<file path="src/rtl/alu_seq.sv">
// alu_seq: multi-cycle integer ALU.
// Single-cycle ops register their result one clock after start.
// Shifts iterate over a working register.
// Build option ALU_SHIFT4_EN: shifts step up to four positions per cycle
// instead of one. Results and the busy/done handshake are the same in both builds.
//
// state | meaning
// IDLE  | waiting for start
// SHIFT | iterative shift in progress, busy=1, start ignored
// DONE  | result/flags just updated, done=1 for this cycle, start accepted

`ifndef ALU_ADD
`define ALU_ADD  4'd0
`endif
`ifndef ALU_SUB
`define ALU_SUB  4'd1
`endif
`ifndef ALU_AND
`define ALU_AND  4'd2
`endif
`ifndef ALU_OR
`define ALU_OR   4'd3
`endif
`ifndef ALU_XOR
`define ALU_XOR  4'd4
`endif
`ifndef ALU_SLT
`define ALU_SLT  4'd5
`endif
`ifndef ALU_SLTU
`define ALU_SLTU 4'd6
`endif
`ifndef ALU_SLL
`define ALU_SLL  4'd7
`endif
`ifndef ALU_SRL
`define ALU_SRL  4'd8
`endif
`ifndef ALU_SRA
`define ALU_SRA  4'd9
`endif
`ifndef ALU_PASS
`define ALU_PASS 4'd10
`endif

module alu_seq #(
    parameter int XLEN = 32,
    parameter int SHW  = 5
) (
    input  logic            clk,
    input  logic            rst,
    input  logic            start,
    input  logic [3:0]      ALUsel,
    input  logic [XLEN-1:0] a,
    input  logic [XLEN-1:0] b,
    output logic [XLEN-1:0] result,
    output logic            zf,
    output logic            cf,
    output logic            vf,
    output logic            sf,
    output logic            busy,
    output logic            done
);

    localparam logic [1:0] IDLE  = 2'd0;
    localparam logic [1:0] SHIFT = 2'd1;
    localparam logic [1:0] DONE  = 2'd2;

    logic [1:0]      state;
    logic [XLEN-1:0] work;
    logic [SHW-1:0]  cnt;
    logic [3:0]      sh_op;

    logic [SHW-1:0]  shamt;
    logic            is_shift;
    logic [XLEN:0]   add_w;
    logic [XLEN:0]   sub_w;
    logic [XLEN-1:0] imm_res;
    logic            imm_cf;
    logic            imm_vf;
    logic [SHW-1:0]  step;
    logic [SHW-1:0]  cnt_next;
    logic [XLEN-1:0] shifted;

    assign shamt    = b[SHW-1:0];
    assign is_shift = (ALUsel == `ALU_SLL) || (ALUsel == `ALU_SRL) || (ALUsel == `ALU_SRA);
    assign busy     = (state == SHIFT);
    assign done     = (state == DONE);

    // Single-cycle result and carry/overflow; a zero-amount shift passes a through.
    always_comb begin
        add_w   = {1'b0, a} + {1'b0, b};
        sub_w   = {1'b0, a} + {1'b0, ~b} + {{XLEN{1'b0}}, 1'b1};
        imm_res = b;
        imm_cf  = 1'b0;
        imm_vf  = 1'b0;
        case (ALUsel)
            `ALU_ADD: begin
                imm_res = add_w[XLEN-1:0];
                imm_cf  = add_w[XLEN];
                imm_vf  = (a[XLEN-1] == b[XLEN-1]) && (add_w[XLEN-1] != a[XLEN-1]);
            end
            `ALU_SUB: begin
                imm_res = sub_w[XLEN-1:0];
                imm_cf  = sub_w[XLEN];
                imm_vf  = (a[XLEN-1] != b[XLEN-1]) && (sub_w[XLEN-1] != a[XLEN-1]);
            end
            `ALU_AND:  imm_res = a & b;
            `ALU_OR:   imm_res = a | b;
            `ALU_XOR:  imm_res = a ^ b;
            `ALU_SLT:  imm_res = {{(XLEN-1){1'b0}}, ($signed(a) < $signed(b))};
            `ALU_SLTU: imm_res = {{(XLEN-1){1'b0}}, (a < b)};
            `ALU_SLL, `ALU_SRL, `ALU_SRA: imm_res = a;
            default:   imm_res = b;
        endcase
    end

    // One shift step on the working register.
    always_comb begin
`ifdef ALU_SHIFT4_EN
        step = (cnt > SHW'(4)) ? SHW'(4) : cnt;
`else
        step = SHW'(1);
`endif
        cnt_next = cnt - step;
        case (sh_op)
            `ALU_SLL: shifted = work << step;
            `ALU_SRA: shifted = $signed(work) >>> step;
            default:  shifted = work >> step;
        endcase
    end

    // Sequencer: accept in IDLE/DONE, iterate in SHIFT, register result on completion.
    always_ff @(posedge clk) begin
        if (rst) begin
            state  <= IDLE;
            work   <= '0;
            cnt    <= '0;
            sh_op  <= '0;
            result <= '0;
            zf     <= 1'b0;
            cf     <= 1'b0;
            vf     <= 1'b0;
            sf     <= 1'b0;
        end else begin
            case (state)
                IDLE, DONE: begin
                    if (start) begin
                        if (is_shift && (shamt != '0)) begin
                            work  <= a;
                            cnt   <= shamt;
                            sh_op <= ALUsel;
                            state <= SHIFT;
                        end else begin
                            result <= imm_res;
                            zf     <= (imm_res == '0);
                            cf     <= imm_cf;
                            vf     <= imm_vf;
                            sf     <= imm_res[XLEN-1];
                            state  <= DONE;
                        end
                    end else begin
                        state <= IDLE;
                    end
                end
                SHIFT: begin
                    work <= shifted;
                    cnt  <= cnt_next;
                    if (cnt_next == '0) begin
                        result <= shifted;
                        zf     <= (shifted == '0);
                        cf     <= 1'b0;
                        vf     <= 1'b0;
                        sf     <= shifted[XLEN-1];
                        state  <= DONE;
                    end
                end
                default: state <= IDLE;
            endcase
        end
    end

endmodule
</file>
<file path="config.mk">
export PLATFORM = sky130hd
export DESIGN_NAME = alu_seq
export DESIGN_NICKNAME = d
export VERILOG_FILES = /design/src/rtl/alu_seq.sv
export SDC_FILE = /design/constraint.sdc
export NUM_CORES = 1
export LEC_CHECK = 0
export ABC_CLOCK_PERIOD_IN_PS = 7700
export BUFFER_PORTS_ARGS = -buffer_cell sky130_fd_sc_hd__clkbuf_2
export CAP_MARGIN = 20
export CORE_MARGIN = 3
export CORE_UTILIZATION = 51
export CTS_CLUSTER_SIZE = 30
export DETAILED_ROUTE_END_ITERATION = 6
export PLACE_DENSITY = 0.71
export SLEW_MARGIN = 20
export SYNTH_ARGS = -nofsm -noshare
export SYNTH_HDL_FRONTEND = slang
export SYNTH_SLANG_ARGS = --single-unit
</file>
<file path="constraint.sdc">
create_clock -name clk -period 7.7 [get_ports clk]
set_clock_uncertainty 0.15 [all_clocks]
set_input_delay 0.77 -clock clk [delete_from_list [all_inputs] [get_ports clk]]
set_output_delay 0.77 -clock clk [all_outputs]
set_load 0.02 [all_outputs]
</file>
==> results.txt <==
----------------------------------------------------
[Clocking]
  Post-CTS clock slew at the launch and capture registers of the worst setup and hold paths ... 0.06 ns
  Clk sink count ... 78
  Maximum clock path buffer count ... 2
  Master cell of the clock root buffer ... clkbuf_16
  CTS Hold Buffers Added ... 0
  Setup fix buffers added after clock tree synthesis ... 0
  Post-CTS Resized ... 0
  Clock tree from TritonCTS ... built
  H-Tree Level Count ... 3
  Clock latency on the worst-skew pair ... between 0.3 and 0.4 ns
  Clock buffers created by TritonCTS ... 9

[Critical path]
  Worst EP required ... roughly 7.8 ns
  Worst setup path end ... zf$_SDFFE_PP0P_
  Capturing element type of the critical path ... flip-flop
  Category of the worst setup path launch point ... input port
  Number of cell instances on the worst register-to-register path ... 12
  Maximum fanout count along the critical path ... 5
  Worst Path Class, Setup ... in -> reg
  Reg2reg setup slack ... 3.58 ns
  Endpoint arrival time on the critical path ... between 5 and 6 ns
  Worst setup path startpoint ... b[0]
  Startpoint of the lowest-slack register-to-register path ... state[1]$_SDFFE_PP0P_
  Capturing point of the worst reg2reg path ... zf$_SDFFE_PP0P_

[Outcome]
  Result of the run ... completed

[Power and ir drop]
  Internal power of the cells ... a little under 900 uW
  Net switching component of the power ... 656.5 uW
  Part of the total power dissipated in the clock network ... 24.1%
  Sequential fraction of design power ... between 20% and 30%
  Portion of total power attributed to combinational logic ... about 47%
  Fraction of power spent switching nets ... 42.78%
  VDD IR max ... around 0.13 mV
  Leakage ... around 0.0048 uW
  Cell area power density ... 134.8 nW/um^2

[Job]
  Max Cap Violations ... 0

[STA]
  Time the final worst path needs with I/O delays and setup ... 5.631 ns
  Measured slew at the worst slew-check pin ... around 1.1 ns
  Tcrit/Tclk final ... around 73%
  RSZ-0062 raised after global routing ... no
  Count of pins over their slew limit ... 0
  Endpoints failing setup ... 0
  Hold slack ... between 0.3 and 0.4 ns
  Highest clock frequency the design can meet ... around 0.18 GHz
  Sum of negative setup slack ... 0 ns
  Remaining max-slew budget at the tightest pin ... around a quarter
  Fin. Hold Viols ... 0

[Hold path]
  Hold-critical path depth ... 2
  Min-delay worst type ... reg -> reg
  Critical hold path startpoint ... sh_op[3]$_SDFFE_PP0P_

[Cells and area]
  Non-filler cells, final ... roughly 1,900
  Most common cell after layout, fill and taps aside ... nand2_1
  Final Cell Area ... 11,390 um^2
  Final antenna diode count ... 0
  Area Growth Syn to Fin ... 8.344%
  Number of nets in the layout ... roughly 1,800
  Most frequent cells in the layout ... nand2_1, nor2_1, a21oi_1, ha_1, inv_1
  Fraction of layout instances using a drive strength above 1 ... 10.13%
  # fillers ... just under 2,000

[Route]
  WL final ... about 44,000 um
  Antenna Nets Post-Route ... 0
  Number of remaining DRC errors ... 0
  Drt wl/cell ... about 23 um
  Via total after detailed routing ... ~13,000
  Number of search-and-repair iterations in the first detailed-routing pass ... 5
  Drt first-iter violations ... approximately 1,400
  Routed via count divided by cell count ... approximately 6.7

[Floorplan]
  Die Outline Area ... 22,370 um^2
  Initial standard-cell utilization of the core ... 52.97%
  Vertical extent of the die ... around 150 um
  Area of the core region ... just under 20,000 um^2
  Rows ... 51
  DIE WIDTH ... 149.6 um
  I/O pin count ... 109

[Logic synthesis]
  Number of synthesized flops with an enable pin ... 0
  Distinct cell type count after synthesis ... 74
  Synth async-reset ratio ... 0%
  Synthesized area ... 10,510 um^2
  Total of flip-flops plus latches after synthesis ... slightly below 80
  Count of warnings emitted by yosys ... 0
  Synthesized instance count ... ~1,600
  Ys flop type ... dfxtp_1
  Synthesized area per cell ... roughly 6.6 um^2
  Synth Net Count ... ~1,800
  Sequential cell area fraction in the yosys report ... 14.86%

[Global route]
  Number of antenna violations at the first check in global routing ... 0
  Pin count of the biggest net entering global routing ... 78
  Wire length of the first global-routing pass ... 67,380 um
  Residual overflow from global routing ... 0
  Via count of the first global-routing pass ... 11,780
  Tot GR Track Use ... 38.31%

[Place]
  Instance area at placement ... ~11,000 um^2
  HPWL after detailed placement ... around 33,000 um
  Global placement routability congestion ... approximately 1
  Placed Cells ... between 1,500 and 2,000
  Number of port buffers ... about 110

----------------------------------------------------
-- cell families after synthesis --
kind of cell / Yosys count / synth area share, %
fa+ha+maj: 117 / 14.07
buf+inv: 232 / 8.547
xor+xnor: 28 / 2.333
simple gates: 601 / 25.50
flops: 78 / 14.86
compound gates: 534 / 33.75
mux: 10 / 0.9523
-- power by group through the flow --
stage	logic (uW)	clock network (uW)	registers [uW]
after floorplan	443	0	471
after global placement	691	0	456
after detailed placement	690	0	457
after CTS	694	374	448
after global routing	771	394	451
final	715	371	449
-- synth_stat cells (all sizes together), types with 31 or more instances --
| cell type | count | area, um^2 |
|---|---|---|
| nor2 | 193 | 727.0 |
| dfxtp | 78 | 1562 |
| a21oi | 150 | 750.7 |
| nor3 | 31 | 155.2 |
| clkbuf | 103 | 386.6 |
| o21ai | 82 | 410.4 |
| nand2 | 223 | 837.1 |
| a31oi | 40 | 250.2 |
| a221oi | 40 | 350.3 |
| ha | 115 | 1439 |
| nand3 | 49 | 245.2 |
| inv | 111 | 416.7 |
-- critical path: stages --
cell,delay (ns)
clkbuf_2,0.16
ha_1,0.25
inv_1,0.08
fa_1,0.42
nand2b_1,0.19
a2111o_1,0.44
a2111oi_1,0.95
a211oi_1,0.36
nor4_1,0.43
nor2_1,0.11
a221o_1,0.34
o22a_1,0.23
nor4_1,0.32
nand4b_1,0.17
o41ai_1,0.32
and3_1,0.19
-- state kept, by name, indices dropped and copies added, names as in the netlist --
| signal | flops |
|---|---|
| result | 32 |
| work | 32 |
| cnt | 5 |
| sh_op | 4 |
| state | 2 |
| cf | 1 |
| vf | 1 |
| zf | 1 |
-- worst min-delay path by stage --
| stage | end |
|---|---|
| floorplan | sh_op[3]$_SDFFE_PP0P_ |
| global placement | sh_op[3]$_SDFFE_PP0P_ |
| detailed placement | sh_op[3]$_SDFFE_PP0P_ |
| CTS | sh_op[3]$_SDFFE_PP0P_ |
| global route | sh_op[1]$_SDFFE_PP0P_ |
| finish | sh_op[3]$_SDFFE_PP0P_ |
-- layout make-up --
type,instances,area (um^2),area share (%)
Multi-Input combinational cell,1290,8082,70.96
Clock inverter,2,10.01,0.08789
Inverter,112,420.4,3.692
Sequential cell,78,1562,13.71
Clock buffer,13,240.2,2.109
Timing Repair Buffer,134,743.2,6.526
Tap cell,265,331.6,2.911
-- metrics by stage --
stage               worst slack, ns  utilization [%]  total power (uW)
global route                  1.757            57.39              1616
detailed placement            1.930            56.05              1146
CTS                           2.264            57.31              1516
finish                        2.069            57.39              1535
floorplan                     3.004                -             914.2
global placement              2.011            56.05              1147
-- per-layer routing --
metal / part of all wire (%) / GRT usage, % / wire, um
met1: 40 / 50.90 / 17640
met3: 9.7 / 6.329 / 4264
met4: 7.0 / 21.97 / 3104
met5: 0 / 0 / 0
met2: 43 / 58.73 / 19100
Power figures use the tool's default switching activity.
